$ cat config.mk
export PLATFORM = sky130hd
export DESIGN_NAME = mult_share_sched_flat
export DESIGN_NICKNAME = d
export VERILOG_FILES = /design/src/rtl/mult_share_sched_if.sv /design/src/rtl/mult_share_sched.sv /design/src/flat_wrapper.sv
export SDC_FILE = /design/constraint.sdc
export NUM_CORES = 1
export LEC_CHECK = 0
export CORE_MARGIN = 2
export CORE_UTILIZATION = 40
export CTS_BUF_LIST = sky130_fd_sc_hd__clkbuf_4
export DETAILED_ROUTE_END_ITERATION = 6
export GPL_ROUTABILITY_DRIVEN = 0
export PLACE_DENSITY = 0.87
export SETUP_SLACK_MARGIN = 0.4
export SYNTH_ARGS = -nofsm -noshare
export SYNTH_HDL_FRONTEND = slang
export SYNTH_SLANG_ARGS = --single-unit
$ cat constraint.sdc
create_clock -name clk -period 5.1 [get_ports clk]
set_input_delay 0.51 -clock clk [delete_from_list [all_inputs] [get_ports clk]]
set_output_delay 0.51 -clock clk [all_outputs]
set_load 0.03 [all_outputs]
$ cat src/rtl/mult_share_sched_if.sv
// rtl/mult_share_sched_if.sv - requester/result handshake bundle for mult_share_sched
//
// Signals:
//   req_valid   NREQ      per-requester operand valid
//   req_ready   NREQ      per-requester accept (one-hot or zero)
//   req_a       NREQ*M    requester i operand a at [i*M +: M]
//   req_x       NREQ*N    requester i operand x at [i*N +: N]
//   res_valid   1         result available
//   res_ready   1         consumer takes result
//   res_product M+N       full-width unsigned product
//   res_id      IDW       owner of res_product
// Modports: master = requesters/consumer side, slave = scheduler side.

interface mult_share_sched_if #(
    parameter int M    = 16,
    parameter int N    = 16,
    parameter int NREQ = 4,
    parameter int IDW  = 2
);
    logic [NREQ-1:0]   req_valid;
    logic [NREQ-1:0]   req_ready;
    logic [NREQ*M-1:0] req_a;
    logic [NREQ*N-1:0] req_x;
    logic              res_valid;
    logic              res_ready;
    logic [M+N-1:0]    res_product;
    logic [IDW-1:0]    res_id;

    modport master (
        output req_valid, req_a, req_x, res_ready,
        input  req_ready, res_valid, res_product, res_id
    );

    modport slave (
        input  req_valid, req_a, req_x, res_ready,
        output req_ready, res_valid, res_product, res_id
    );
endinterface

$ cat src/rtl/mult_share_sched.sv
// rtl/mult_share_sched.sv - round-robin scheduler sharing one external multiplier
//
// Ports:
//   clk          single clock, rising edge
//   rst_n        synchronous active-low reset
//   bus          mult_share_sched_if.slave (requests in, results out)
//   busy         high whenever the scheduler is not idle
//   mul_a/mul_x  operands driven to the external combinational multiplier
//   mul_product  product returned by the external multiplier
//
// The multiplier path is given MUL_CYCLES cycles to settle; operands are held
// in the op registers (which drive mul_a/mul_x directly) for the whole window.

module mult_share_sched #(
    parameter int M          = 16,
    parameter int N          = 16,
    parameter int NREQ       = 4,
    parameter int IDW        = 2,
    parameter int MUL_CYCLES = 2
) (
    input  logic                clk,
    input  logic                rst_n,
    mult_share_sched_if.slave   bus,
    output logic                busy,
    output logic [M-1:0]        mul_a,
    output logic [N-1:0]        mul_x,
    input  logic [M+N-1:0]      mul_product
);

    localparam int CW = (MUL_CYCLES > 1) ? $clog2(MUL_CYCLES) : 1;

    typedef enum logic [1:0] {
        IDLE = 2'd0,
        BUSY = 2'd1,
        DONE = 2'd2
    } state_t;

    state_t         state;
    state_t         state_next;
    logic [IDW-1:0] rr_ptr;
    logic [IDW-1:0] id_q;
    logic [CW-1:0]  cnt;

    logic           gnt_found;
    logic [IDW-1:0] gnt_idx;
    logic [IDW-1:0] scan_cand;
    int             scan_idx;

    // Scan from the highest offset down so the requester closest to rr_ptr
    // is the last one written and therefore wins.
    always_comb begin
        gnt_found = 1'b0;
        gnt_idx   = '0;
        scan_idx  = 0;
        scan_cand = '0;
        for (int k = NREQ - 1; k >= 0; k--) begin
            scan_idx = int'(rr_ptr) + k;
            if (scan_idx >= NREQ) begin
                scan_idx = scan_idx - NREQ;
            end
            scan_cand = IDW'(scan_idx);
            if (bus.req_valid[scan_cand]) begin
                gnt_found = 1'b1;
                gnt_idx   = scan_cand;
            end
        end
    end

    // Grant is only offered in IDLE and never while reset is asserted.
    always_comb begin
        bus.req_ready = '0;
        if (rst_n && (state == IDLE) && gnt_found) begin
            bus.req_ready[gnt_idx] = 1'b1;
        end
    end

    assign busy = (state != IDLE);

    always_ff @(posedge clk) begin
        if (!rst_n) begin
            state <= IDLE;
        end else begin
            state <= state_next;
        end
    end

    always_comb begin
        state_next = state;
        case (state)
            IDLE: if (gnt_found)                  state_next = BUSY;
            BUSY: if (cnt == '0)                  state_next = DONE;
            DONE: if (bus.res_valid && bus.res_ready) state_next = IDLE;
            default:                              state_next = IDLE;
        endcase
    end

    always_ff @(posedge clk) begin
        if (!rst_n) begin
            rr_ptr          <= '0;
            id_q            <= '0;
            cnt             <= '0;
            mul_a           <= '0;
            mul_x           <= '0;
            bus.res_valid   <= 1'b0;
            bus.res_product <= '0;
            bus.res_id      <= '0;
        end else begin
            case (state)
                IDLE: begin
                    if (gnt_found) begin
                        mul_a  <= bus.req_a[gnt_idx*M +: M];
                        mul_x  <= bus.req_x[gnt_idx*N +: N];
                        id_q   <= gnt_idx;
                        rr_ptr <= (gnt_idx == IDW'(NREQ - 1)) ? '0 : gnt_idx + 1'b1;
                        cnt    <= CW'(MUL_CYCLES - 1);
                    end
                end
                BUSY: begin
                    if (cnt != '0) begin
                        cnt <= cnt - 1'b1;
                    end else begin
                        bus.res_product <= mul_product;
                        bus.res_id      <= id_q;
                        bus.res_valid   <= 1'b1;
                    end
                end
                DONE: begin
                    if (bus.res_valid && bus.res_ready) begin
                        bus.res_valid <= 1'b0;
                    end
                end
                default: ;
            endcase
        end
    end

endmodule

$ cat src/flat_wrapper.sv
// flat-port wrapper written by rule: the top's interface ports become plain ports
module mult_share_sched_flat 
#(
    parameter int M          = 16,
    parameter int N          = 16,
    parameter int NREQ       = 4,
    parameter int IDW        = 2,
    parameter int MUL_CYCLES = 2
)
  (clk, rst_n, busy, mul_a, mul_x, mul_product, bus_req_valid, bus_req_a, bus_req_x, bus_res_ready, bus_req_ready, bus_res_valid, bus_res_product, bus_res_id);
  mult_share_sched_if #(.M(M), .N(N), .NREQ(NREQ), .IDW(IDW)) bus_i ();
  input  logic clk;
  input  logic rst_n;
  output logic busy;
  output logic [M-1:0] mul_a;
  output logic [N-1:0] mul_x;
  input  logic [M+N-1:0] mul_product;
  input wire logic [$bits(bus_i.req_valid)-1:0] bus_req_valid;
  input wire logic [$bits(bus_i.req_a)-1:0] bus_req_a;
  input wire logic [$bits(bus_i.req_x)-1:0] bus_req_x;
  input wire logic [$bits(bus_i.res_ready)-1:0] bus_res_ready;
  output wire logic [$bits(bus_i.req_ready)-1:0] bus_req_ready;
  output wire logic [$bits(bus_i.res_valid)-1:0] bus_res_valid;
  output wire logic [$bits(bus_i.res_product)-1:0] bus_res_product;
  output wire logic [$bits(bus_i.res_id)-1:0] bus_res_id;
  assign bus_i.req_valid = bus_req_valid;
  assign bus_i.req_a = bus_req_a;
  assign bus_i.req_x = bus_req_x;
  assign bus_i.res_ready = bus_res_ready;
  assign bus_req_ready = bus_i.req_ready;
  assign bus_res_valid = bus_i.res_valid;
  assign bus_res_product = bus_i.res_product;
  assign bus_res_id = bus_i.res_id;
  mult_share_sched #(.M(M), .N(N), .NREQ(NREQ), .IDW(IDW), .MUL_CYCLES(MUL_CYCLES)) u_core (.clk(clk), .rst_n(rst_n), .bus(bus_i), .busy(busy), .mul_a(mul_a), .mul_x(mul_x), .mul_product(mul_product));
endmodule
==> impl_metrics.tcl <==
set metrics [dict create \
    worstReg2RegEnd "u_core.mul_a[6]" \
    setup_violations 0 \
    worst_pin_slew_ns 0.9656 \
    cts_made_buffers 9 \
    reg2reg_slack_ns 2.61 \
    drc 0 \
    hp-class "reg2reg" \
    grt_max_degree 50 \
    std_cell_rows 34 \
    post-cts-setup-buffer-count 0 \
    max_stage_delay_ns 0.70 \
    arrival_ns 3.23 \
    clock_sinks 74 \
    fin_crit_sh_pct 73.30 \
    clk_pin_slew_ns 0.13 \
    grt_pass1_wl_mm 19.06 \
    dp_hpwl_mm 9.876 \
    drive_above_1_share_pct 4.808 \
    synth_cell_types 31 \
    htree_levels 3 \
    netlist_area_sq_mm 0.003613 \
    grt_pass1_vias 3883 \
    routed_wl_mm 12.58 \
    relSlewSlack_pct 35.34 \
    drv_slew 0 \
    num_vias 3740 \
    synth_area_leader_cell "dfxtp_1" \
    synth_cells 395 \
    p_per_area_mw_per_mm2 479.8 \
    cpMaxStageDelayCell "clkdlybuf4s50_1" \
    synth_area_leaders "dfxtp_1, mux2i_1, nand2_1, o221ai_1, a21boi_0" \
    area_delta_synth_final_pct 69.63 \
    r2r-start "u_core.rr_ptr[1]" \
    core_area_sq_mm 0.008721 \
    synth_top_area_share_pct 41.00 \
    cts_resized 0 \
    drt-pass1-iter-count 4 \
    antenna_found_initial 1 \
    cts.hold.buffers_added 0 \
    fmax_mhz 267.5 \
    hold_start "u_core.bus.res_product[8]" \
    crit_type "reg2out" \
    wire_per_inst_microns 17.19 \
    fin_cells 732 \
    ant_nets 0 \
    power.total_w 0.002941 \
    outcome "finished, final reports clean" \
    cp-start-kind "flop" \
    crit_fanout 33 \
    clock-root-buffer "clkbuf_4" \
    synth_top_flop_cell "dfxtp_1" \
    dieArea_sq_mm 0.009810 \
    ys_seq_area_share_pct 41.00 \
    cp_cell_sequence "inv_1, ha_1, inv_1, nor2_2, nand3_2, nor2_1, clkdlybuf4s50_1" \
    hold-path-endpoint "u_core.bus.res_product[8]" \
    grt.overflow.total 0 \
    hold_violations 0 \
    crit_top_cell "inv_1" \
    synth-edff-count 0 \
    final.min_clock_period_ns 3.738 \
    fillers 677 \
    clock_latency_ns 0.42 \
    ir_drop_mv 0.2275 \
    ioPinCount 239 \
    critPathRequiredTime_ns 4.59 \
    rsz0062_at_grt "false" \
    async_reset_ff_share_pct 0 \
    synth_fp_nets 568 \
    grt_usage_pct 24.66 \
    start_util_pct 41.43 \
    finalClockSkew_ns 0.01620 \
    vias_per_cell 5.109 \
    fp.dieH_microns 99.05 \
    mostFrequentLayoutCells "clkdlybuf4s50_1, nand2_1, dfxtp_1, mux2i_1, a21boi_0" \
    fin_nets 792 \
    ys_warn_count 0 \
    seqCellArea_sq_mm 0.001481 \
    synth-seq-cells 74 \
    cts_tree "built" \
    portBuffers 238 \
    multiInputGateArea_sq_mm 0.001943 \
    worstRegToRegCells 6 \
    syn_area_per_cell_sq_um 9.148 \
    drt_iter0_markers 108 \
    final_common_cell "clkdlybuf4s50_1" \
    die_w_microns 99.05 \
    leakage_nw 2.312 \
    end_kind "output pin" \
    cts_buffer_depth 2 \
    placedCellCount 716 \
    antenna_cells 0 \
    hold_depth 2 \
    maxCapViolCount 0 \
    tns_ns 0 \
]
## through the flow
stage	worst slack, ns	hold slack [ns]	utilization, %	cell area, sq um
final	1.362	0.4713	70.29	6130
after detailed placement	1.416	0.4478	69.00	6017
after floorplan	2.698	0.4403	-	3613
after global placement	1.479	0.4429	69.00	6017
after global routing	1.103	0.4955	70.29	6130
after CTS	1.332	0.4766	70.29	6130
## metal layers
layer | track usage, % | part of all wire [%] | vias to the layer above
met5 | 0 | 0 | -
met4 | 11.06 | 3.2 | 0
met3 | 7.305 | 7.4 | 31
met2 | 43.56 | 52 | 135
met1 | 27.22 | 37 | 1743
li1 | - | - | 1831
## registers in the layout, summed over array words and instances (netlist names)
register	flops
u_core.mul_x	16
u_core.state	2
u_core.id_q	2
u_core.cnt	1
u_core.rr_ptr	2
u_core.bus.res_valid	1
u_core.mul_a	16
u_core.bus.res_product	32
u_core.bus.res_id	2
## worst max-delay path, delay by kind of cell (launching register included)
family | cells | cell delay, ns
adders and majority gates | 1 | 0.23
buffers and inverters | 3 | 0.92
DFF | 1 | 0.34
and+or+nand+nor | 3 | 1.30
## power by group
part | leakage (nW) | internal [W] | switching [W]
Clock | 0.0574 | 0.0000985 | 0.000218
Combinational | 1.65 | 0.000745 | 0.000973
Sequential | 0.608 | 0.000784 | 0.000123
## layout make-up
type,instances,share of cell area [%]
Sequential cell,74,24.17
Timing Repair Buffer,244,39.60
Clock buffer,9,1.102
Clock inverter,7,0.7348
Inverter,8,0.4899
Multi-Input combinational cell,282,31.70
Tap cell,108,2.205
## Yosys cell counts (all sizes together) (2+ instances only)
library cell and number:
inv 8, ha 6, mux2i 67, o221ai 32, nand2b 3, nor2 7, a21oi 6, clkbuf 14
a21boi 34, nand2 105, buf 17, nand3 2, nor2b 8, dfxtp 74
## worst max path at each step
stage                      from  slack, ns               end  depth (start not counted)
2_1_floorplan   u_core.state[0]       2.70  bus_req_ready[1]                          7
3_3_place_gp   bus_req_valid[3]       1.48  bus_req_ready[0]                          6
3_5_place_dp   bus_req_valid[3]       1.42  bus_req_ready[0]                          6
4_1_cts         u_core.state[1]       1.33  bus_req_ready[0]                          7
5_1_grt         u_core.state[1]       1.10  bus_req_ready[0]                          7
6_report        u_core.state[1]       1.36  bus_req_ready[0]                          7
## logic make-up (layout without fill, tap and decap cells)
group,count (synthesis),count (layout),synth area share [%]
DFF,74,74,41.00
buffers and inverters,39,268,5.609
adders and majority gates,6,6,2.078
and+or+nand+nor,129,129,15.24
AOI/OAI and AO/OA,80,80,17.52
muxes,67,67,18.56
(Power assumes the default switching activity.)
